### config.mk
export PLATFORM = sky130hd
export DESIGN_NAME = cpl_tlp_tx
export DESIGN_NICKNAME = d
export VERILOG_FILES = /design/src/rtl/cpl_tlp_tx.sv
export SDC_FILE = /design/constraint.sdc
export NUM_CORES = 1
export LEC_CHECK = 0
export BUFFER_PORTS_ARGS = -buffer_cell sky130_fd_sc_hd__buf_2
export CORE_MARGIN = 1.5
export CORE_UTILIZATION = 40
export CTS_CLUSTER_SIZE = 8
export DETAILED_ROUTE_END_ITERATION = 10
export PLACE_DENSITY = 0.63
export SYNTH_ARGS = -nofsm -noshare
export SYNTH_HDL_FRONTEND = slang
export SYNTH_SLANG_ARGS = --single-unit
### constraint.sdc
create_clock -name clk -period 9.53 [get_ports clk]
set_input_delay 0.953 -clock clk [delete_from_list [all_inputs] [get_ports clk]]
set_output_delay 0.953 -clock clk [all_outputs]
set_load 0.005 [all_outputs]
### src/rtl/cpl_tlp_tx.sv
// Completer TX: turns each AXI-Lite read response plus its popped tag entry into a 3DW CplD on a 64-bit AXI-Stream.
// Define CPL_UR_EN to also send 3DW Cpl (no data, status UR) on ur_valid.
module cpl_tlp_tx #(
    parameter int unsigned CNT_WIDTH = 16
) (
    input  logic                 clk,
    input  logic                 reset,
    input  logic [15:0]          completer_id,
    input  logic                 rd_valid,
    input  logic [31:0]          rd_data,
    output logic                 rd_ready,
    output logic                 tag_mang_read_en,
    input  logic [2:0]           tag_mang_tc_rd,
    input  logic [2:0]           tag_mang_attr_rd,
    input  logic [15:0]          tag_mang_requester_id_rd,
    input  logic [6:0]           tag_mang_lower_addr_rd,
    input  logic                 tag_mang_completer_func_rd,
    input  logic [7:0]           tag_mang_tag_rd,
    input  logic [3:0]           tag_mang_first_be_rd,
    output logic [63:0]          s_axis_tx_tdata,
    output logic [7:0]           s_axis_tx_tkeep,
    output logic                 s_axis_tx_tlast,
    output logic                 s_axis_tx_tvalid,
    input  logic                 s_axis_tx_tready,
    input  logic                 ur_valid,
    output logic                 ur_ready,
    output logic [CNT_WIDTH-1:0] cpl_count
);
    typedef enum logic [1:0] {IDLE = 2'd0, HDR = 2'd1, DATA = 2'd2} state_t;

    state_t      state, state_nxt;
    logic        accept_rd, accept_ur, accept;
    logic        unused_bits;
    logic [2:0]  tc_q;
    logic [1:0]  attr_q;
    logic [15:0] rid_q;
    logic [4:0]  la_q;
    logic [7:0]  tag_q;
    logic [3:0]  be_q;
    logic [31:0] data_q;
    logic        ur_q;
    logic [63:0] tdata_nxt;
    logic [7:0]  tkeep_nxt;
    logic        tlast_nxt, tvalid_nxt;

    function automatic logic [11:0] byte_count(input logic [3:0] be);
        casez (be)
            4'b1??1:                   return 12'd4;
            4'b01?1, 4'b1?10:          return 12'd3;
            4'b0011, 4'b0110, 4'b1100: return 12'd2;
            default:                   return 12'd1;
        endcase
    endfunction

    function automatic logic [1:0] low_addr10(input logic [3:0] be);
        if (be[0])      return 2'd0;
        else if (be[1]) return 2'd1;
        else if (be[2]) return 2'd2;
        else if (be[3]) return 2'd3;
        else            return 2'd0;
    endfunction

    function automatic logic [31:0] dw0(input logic ur, input logic [2:0] tc, input logic [1:0] attr);
        return {1'b0, (ur ? 2'b00 : 2'b10), 5'b01010, 1'b0, tc, 4'b0000, 1'b0, 1'b0, attr, 2'b00,
                (ur ? 10'd0 : 10'd1)};
    endfunction

    function automatic logic [31:0] dw1(input logic [14:0] cid_hi, input logic func, input logic ur,
                                        input logic [3:0] be);
        return {cid_hi, func, (ur ? 3'b001 : 3'b000), 1'b0, (ur ? 12'd4 : byte_count(be))};
    endfunction

    function automatic logic [31:0] dw2(input logic [15:0] rid, input logic [7:0] tag, input logic [4:0] la_hi,
                                        input logic [3:0] be);
        return {rid, tag, 1'b0, la_hi, low_addr10(be)};
    endfunction

    // Gated by reset so nothing is popped from the tag store while held in reset.
    assign rd_ready         = !reset && ((state == IDLE) || (state == DATA && s_axis_tx_tready));
    assign accept_rd        = rd_valid && rd_ready;
    assign accept           = accept_rd || accept_ur;
    assign tag_mang_read_en = accept;

`ifdef CPL_UR_EN
    assign ur_ready    = rd_ready && !rd_valid;
    assign accept_ur   = ur_valid && ur_ready;
    assign unused_bits = ^{completer_id[0], tag_mang_attr_rd[2], tag_mang_lower_addr_rd[1:0]};
`else
    assign ur_ready    = 1'b0;
    assign accept_ur   = 1'b0;
    assign unused_bits = ^{ur_valid, completer_id[0], tag_mang_attr_rd[2], tag_mang_lower_addr_rd[1:0]};
`endif

    always_ff @(posedge clk or posedge reset) begin
        if (reset) state <= IDLE;
        else       state <= state_nxt;
    end

    always_comb begin
        state_nxt = state;
        case (state)
            IDLE:    if (accept) state_nxt = HDR;
            HDR:     if (s_axis_tx_tready) state_nxt = DATA;
            DATA:    if (s_axis_tx_tready) state_nxt = accept ? HDR : IDLE;
            default: state_nxt = IDLE;
        endcase
    end

    // Next beat: header straight from the tag outputs on accept, DW2+payload from captured fields after HDR.
    always_comb begin
        tdata_nxt  = s_axis_tx_tdata;
        tkeep_nxt  = s_axis_tx_tkeep;
        tlast_nxt  = s_axis_tx_tlast;
        tvalid_nxt = s_axis_tx_tvalid;
        if (accept) begin
            tdata_nxt  = {dw1(completer_id[15:1], tag_mang_completer_func_rd, accept_ur, tag_mang_first_be_rd),
                          dw0(accept_ur, tag_mang_tc_rd, tag_mang_attr_rd[1:0])};
            tkeep_nxt  = 8'hFF;
            tlast_nxt  = 1'b0;
            tvalid_nxt = 1'b1;
        end else if (state == HDR && s_axis_tx_tready) begin
            tdata_nxt  = {(ur_q ? 32'h0 : data_q), dw2(rid_q, tag_q, la_q, be_q)};
            tkeep_nxt  = ur_q ? 8'h0F : 8'hFF;
            tlast_nxt  = 1'b1;
        end else if (state == DATA && s_axis_tx_tready) begin
            tlast_nxt  = 1'b0;
            tvalid_nxt = 1'b0;
        end
    end

    always_ff @(posedge clk or posedge reset) begin
        if (reset) begin
            s_axis_tx_tdata  <= '0;
            s_axis_tx_tkeep  <= '0;
            s_axis_tx_tlast  <= 1'b0;
            s_axis_tx_tvalid <= 1'b0;
        end else begin
            s_axis_tx_tdata  <= tdata_nxt;
            s_axis_tx_tkeep  <= tkeep_nxt;
            s_axis_tx_tlast  <= tlast_nxt;
            s_axis_tx_tvalid <= tvalid_nxt;
        end
    end

    always_ff @(posedge clk or posedge reset) begin
        if (reset) begin
            tc_q   <= '0;
            attr_q <= '0;
            rid_q  <= '0;
            la_q   <= '0;
            tag_q  <= '0;
            be_q   <= '0;
            data_q <= '0;
            ur_q   <= 1'b0;
        end else if (accept) begin
            tc_q   <= tag_mang_tc_rd;
            attr_q <= tag_mang_attr_rd[1:0];
            rid_q  <= tag_mang_requester_id_rd;
            la_q   <= tag_mang_lower_addr_rd[6:2];
            tag_q  <= tag_mang_tag_rd;
            be_q   <= tag_mang_first_be_rd;
            data_q <= rd_data;
            ur_q   <= accept_ur;
        end
    end

    // attr_q is only needed at accept time today, but keeps the captured entry complete.
    logic unused_attr;
    assign unused_attr = ^{attr_q, tc_q, unused_bits};

    always_ff @(posedge clk or posedge reset) begin
        if (reset)                                  cpl_count <= '0;
        else if (state == DATA && s_axis_tx_tready) cpl_count <= cpl_count + CNT_WIDTH'(1);
    end
endmodule

==> impl_results.md, run 1 <==
* Status: finished with violations
* Failing checks: design-rule violations
* Cell area after synthesis at 6060 um^2
* Clk slew on worst S/H paths at 60 ps
* CP Buf/Inv Count at 4
* Die ar. at 15,900 um^2
* Via count at 4,870
* Fmax at 254 MHz
* Fin crit share at 41.2%
* GR Util All Layers at 18.8%
* Top cell type's share of synthesized area at 61.5%
* CTS tree: yes
* Utilization after layout at 52.0%
* Die extent in x at 126 um
* Yosys top cell by area: dfrtp_1
* Initial antenna violation count at 2
* Most common cell after layout, fill and taps aside: nand2_1
* CP max FO at 75
* Hold_buf cts at 0
* Pins over their slew limit at 0
* Static leakage at 0.00419 uW
* Yosys warning count at 0
* Cts repair resizes at 0
* Synth-to-Final Area Change at 25.6%
* Initial DRC Count at 269
* Clock skew at 12.8 ps
* H-tree levels at 4
* Req. time, crit path at 8580 ps
* Setup bufs post-CTS at 0
* Largest net degree at the start of global routing at 85
* EDFF count, synth at 0
* Longest Clk Path Bufs at 2
* Total Wirelength at 14.3 mm
* CTS Root Cell: clkbuf_16
* Post-Route Setup TNS at 0 ps
* Mapped Cells at 670
* Crit-path max cell delay at 640 ps
* Critical path class: in2out
* Antenna Nets Post-Route at 0
* Post-DP Area at 7010 um^2
* Fillers at 1,418
* Top Ports at 188
* Main synth FF type: dfrtp_1
* GR Overflow Total at 0
* Hold crit path type: reg2reg
* Crit path capture type: primary output
* Clk_lat worst skew at 420 ps
* Detail-routed net length per standard cell at 14.0 um
* Design area at 7620 um^2
* CP startpoint kind: primary input
* Initial Util at 41.4%
* DRC viols at 10
* Pwr per Cell Area at 304 nW/um^2
* Via-to-Cell Ratio at 4.75
* Worst slew pin tran at 850 ps
* Core Rows at 44
* Vias in the first global route at 4,740
* GP Congestion at 0.744
* Minimum clock period at 3930 ps
* Final setup fails at 0
* Register area share after synthesis at 61.5%
* Max cap viols at 0
* Core area at 14,600 um^2
* Nets at 926
* First-pass GRT wire length at 23.5 mm
* Mean post-synth cell area at 9.05 um^2
* Drt pass-1 iters at 8
* TritonCTS buffer count at 17
* Slowest stage cell on the critical path: nand3_4
* Worst slew margin at 43.4%
* Most frequent cells in the layout: nand2_1 (330), buf_2 (180), dfrtp_1 (149), nand3_1 (44), nor2_1 (26)
* Max VDD drop at 0.155 mV
* CP dominant cell by count: buf_2
* Hpwl dp at 8.88 mm
* Yosys reg bits at 149
* Fraction of layout cells with a size suffix above 1 at 26.6%
* Sink Count at 149
* CP cell instances: buf_2, nand2b_1, nand3_4, inv_2, buf_4, buf_2
* Crit path max-delay family: buffers and inverters
* Input/output buffers at 180
* RSZ-0062 raised after global routing: false
* Die Y at 126 um
* Final hold vios at 0
* Synth area leaders: dfrtp_1 (61%), nand2_1 (20%), nand3_1 (3.6%), buf_2 (2.3%), a31oi_1 (2.3%)
* Async SR Flop Fraction at 100%
* Worst EP arrival at 2980 ps
* Post-synth cell types at 34
-- metrics by stage --
stage / power (uW) / setup WS (ps) / hold WS (ps) / std cells
5_1_grt: 2490 / 5330 / 480 / 1026
4_1_cts: 2350 / 5500 / 466 / 1025
3_3_place_gp: 1630 / 5490 / 446 / 995
6_report: 2320 / 5600 / 460 / 1026
3_5_place_dp: 1650 / 5510 / 449 / 995
2_1_floorplan: 1400 / 4570 / 439 / 671
-- tightest hold or removal path: cells and delay by family, from the launching register on --
kind          cells  cell delay [ps]
flops             1              340
simple gates      2              100
-- final cells by class --
class | instances | area, um^2 | area share [%]
diodes | 1 | 2.50 | 0.0329
clock buffers | 19 | 453 | 5.95
clock inverters | 11 | 153 | 2.00
inverters | 3 | 16.3 | 0.214
multi-input cells | 474 | 2100 | 27.5
flip-flops and latches | 149 | 3730 | 48.9
well taps | 184 | 230 | 3.02
repair buffers | 185 | 938 | 12.3
-- kinds of logic after synthesis --
logic type / after synthesis / share of synthesized area (%)
flip-flops: 149 / 61.5
AND/OR/NAND/NOR: 420 / 28.0
AO/OA/AOI/OAI: 36 / 3.84
XOR/XNOR: 15 / 2.17
other: 1 / 0.0618
buffers and inverters: 48 / 4.23
adder cells (fa/ha/maj): 1 / 0.206
-- sequential cells by signal, summed over array words and instances, names as in the netlist --
register,flops
s_axis_tx_tdata,63
data_q,32
cpl_count,16
rid_q,16
tag_q,8
la_q,5
be_q,4
state,2
s_axis_tx_tkeep,1
s_axis_tx_tlast,1
s_axis_tx_tvalid,1
-- worst paths after layout --
check / start / to / slack, ps / cells after the start
min reg2reg: rid_q[13] / s_axis_tx_tdata[29] / 460 / 2
min: rid_q[13] / s_axis_tx_tdata[29] / 460 / 2
max: s_axis_tx_tready / tag_mang_read_en / 5600 / 6
max reg2reg: state[0] / s_axis_tx_tdata[32] / 6980 / 5
max in group asynchronous: reset / rid_q[3] / 7490 / 3
min in group asynchronous: reset / state[0] / 690 / 2
-- layer usage --
metal / wire, um / track usage, % / up-vias
li1: - / - / 2442
met1: 6380 / 23.7 / 2286
met2: 6890 / 30.2 / 132
met3: 955 / 7.48 / 8
met4: 106 / 5.68 / 2
met5: 12 / 0 / -
-- cell usage after synthesis, drive strengths merged (2+ instances only) --
cell type,number
and3,2
a31oi,22
nand2,330
xnor2,12
xor2,3
o21ai,7
dfrtp,149
nand3,45
nand4,5
a21oi,2
buf,40
nor3,2
inv,3
nor2,29
clkbuf,5
-- power by group --
part / total (uW) / internal (uW) / switching (uW)
clock network: 684 / 424 / 260
logic: 593 / 252 / 341
registers: 1040 / 896 / 145
No activity file was read; power rests on OpenSTA's default activity.
==> run 2: changes to the inputs <==
PLACE_DENSITY = 0.65   (was 0.63)
clock period = 3.4 ns   (was 9.53 ns; I/O delays follow)
==> run 2 against run 1 <==
Core utilization increased by 0.51 points. The flow still finishes with violations (design-rule violations). Combinational power increased to 2.8 times the previous value. Largest cell class unchanged. Clock skew decreased by 4.6 ps. Total power increased to 2.8 times the previous value. Sequential power increased to 2.8 times the previous value. Cell area increased by 0.99%. Die area unchanged. Worst setup slack got worse by 5100 ps. Sequential share of layout area decreased by 0.48 points. Global-route usage increased by 0.19 points. Largest power group unchanged.
==> impl_results.md, run 2 (same netlist as run 1, synthesis figures left out) <==
* Top Ports at 188 (unchanged)
* Initial antenna violation count at 1 (was 2)
* Fraction of layout cells with a size suffix above 1 at 26.6% (about the same)
* Setup bufs post-CTS at 0 (unchanged)
* GR Util All Layers at 19.0% (was 18.8%)
* Fmax at 350 MHz
* Via-to-Cell Ratio at 4.77 (was 4.75)
* Core area at 14,600 um^2 (unchanged)
* Drt pass-1 iters at 9 (was 8)
* Fillers at 1,405 (was 1,418)
* Sink Count at 149 (unchanged)
* Die ar. at 15,900 um^2 (unchanged)
* Post-Route Setup TNS at 0 ps (unchanged)
* CP max FO at 37 (was 75)
* Pins over their slew limit at 0 (unchanged)
* Largest Register: s_axis_tx_tdata (unchanged)
* Minimum clock period at 2860 ps
* Max cap viols at 0 (unchanged)
* H-tree levels at 4 (unchanged)
* Die extent in x at 126 um (unchanged)
* Pwr per Cell Area at 854 nW/um^2 (was 304 nW/um^2)
* Worst slew margin at 40.0% (was 43.4%)
* Initial Util at 41.4% (unchanged)
* Post-DP Area at 7060 um^2 (was 7010 um^2)
* GP Congestion at 0.761 (was 0.744)
* Failing checks: design-rule violations (unchanged)
* Input/output buffers at 180 (unchanged)
* First-pass GRT wire length at 23.9 mm (was 23.5 mm)
* Clk_lat worst skew at 420 ps (about the same)
* Worst slew pin tran at 901 ps (was 850 ps)
* Die Y at 126 um (unchanged)
* Clk slew on worst S/H paths at 60 ps (about the same)
* DRC viols at 11 (was 10)
* Critical path class: in2out (unchanged)
* RSZ-0062 raised after global routing: false (unchanged)
* Static leakage at 0.00423 uW (was 0.00419 uW)
* Via count at 4,918 (was 4,870)
* Worst EP arrival at 2520 ps (was 2980 ps)
* Largest net degree at the start of global routing at 84 (was 85)
* Total Wirelength at 14.4 mm (was 14.3 mm)
* Most frequent cells in the layout: nand2_1 (330), buf_2 (180), dfrtp_1 (149), nand3_1 (44), nor2_1 (26) (unchanged)
* Hold crit path type: in2reg (was reg2reg)
* GR Overflow Total at 0 (unchanged)
* Final setup fails at 0 (unchanged)
* Max VDD drop at 0.397 mV (was 0.155 mV)
* Nets at 929 (was 926)
* Largest registers: s_axis_tx_tdata x63, data_q x32 (unchanged)
* CTS tree: yes (unchanged)
* Crit path capture type: primary output (unchanged)
* Largest register FFs at 63 (unchanged)
* Hpwl dp at 9.15 mm (was 8.88 mm)
* Final hold vios at 0 (unchanged)
* Utilization after layout at 52.5% (was 52.0%)
* Clock skew at 8.27 ps (was 12.8 ps)
* Most common cell after layout, fill and taps aside: nand2_1 (unchanged)
* Detail-routed net length per standard cell at 14.0 um (about the same)
* Core Rows at 44 (unchanged)
* Status: finished with violations (unchanged)
* Fin crit share at 84.1%
* Design area at 7690 um^2 (was 7620 um^2)
* Vias in the first global route at 4,780 (was 4,740)
* CTS Root Cell: clkbuf_16 (unchanged)
* CP startpoint kind: primary input (unchanged)
* Req. time, crit path at 3060 ps (was 8580 ps)
* Initial DRC Count at 195 (was 269)
* Synth-to-Final Area Change at 26.8% (was 25.6%)
* Longest Clk Path Bufs at 2 (unchanged)
* Antenna Nets Post-Route at 0 (unchanged)
* TritonCTS buffer count at 17 (unchanged)
==> run 2: changes by cell type in the layout (fill, tap and decap cells not counted) <==
cell / delta
clkbuf_1: +2
clkinv_2: +1
clkbuf_8: +3
dlygate4sd3_1: +1
buf_4: -1
clkinvlp_4: -2
inv_6: -1
buf_12: +3
clkinv_4: -2
==> run 2: power breakdown <==
part | switching [uW] | leakage [uW] | internal, uW
clock network | 713 | 0.000307 | 1250
logic | 963 | 0.00205 | 725
registers | 406 | 0.00187 | 2510
total | 2080 | 0.00423 | 4490
==> run 2: routing by layer <==
layer  vias to the layer above  GRT usage (%)  routed length [um]
met4                         0           6.76                 138
met3                        14           6.41                1050
met1                      2324           24.9                6510
met2                       134           29.7                6690
met5                         -              0                   0
li1                       2446              -                   -
==> run 2: layout make-up <==
class	instances	area (um^2)	share of cell area, %
diodes	1	2.50	0.0325
clock buffers	24	502	6.52
clock inverters	7	118	1.53
inverters	3	15.0	0.195
multi-input cells	474	2100	27.2
flip-flops and latches	149	3730	48.5
well taps	184	230	2.99
repair buffers	188	1000	13.0
==> run 2: what timing repair did <==
item | CTS | global route
hold endpoints to repair | 21 | 0
resized for setup | 0 | 0
hold buffers | 1 | 0
==> run 2: final timing paths <==
| path | startpoint | end | slack (ps) | cells after the start |
|---|---|---|---|---|
| min | rd_data[13] | data_q[13] | 110 | 3 |
| min reg2reg | rid_q[0] | s_axis_tx_tdata[16] | 460 | 2 |
| max in group asynchronous | reset | s_axis_tx_tdata[5] | 1920 | 4 |
| min in group asynchronous | reset | s_axis_tx_tdata[30] | 540 | 3 |
| max | reset | tag_mang_read_en | 540 | 6 |
| max reg2reg | state[1] | s_axis_tx_tlast | 1090 | 5 |
==> run 2: worst max-delay path, stage by stage <==
cell and delay, ps:
dlygate4sd3_1 550, buf_2 140, nor2_1 190, nand3_4 360
inv_2 690, buf_2 230
==> run 2: per-stage QoR <==
stage | hold WS (ps) | total power, uW | instances | setup slack [ps]
floorplan | 439 | 3920 | 671 | 1190
global placement | 416 | 4590 | 997 | 1060
detailed placement | 420 | 4650 | 997 | 1040
CTS | 86.5 | 6660 | 1029 | 501
global route | 96.3 | 7060 | 1030 | 374
finish | 111 | 6570 | 1030 | 541
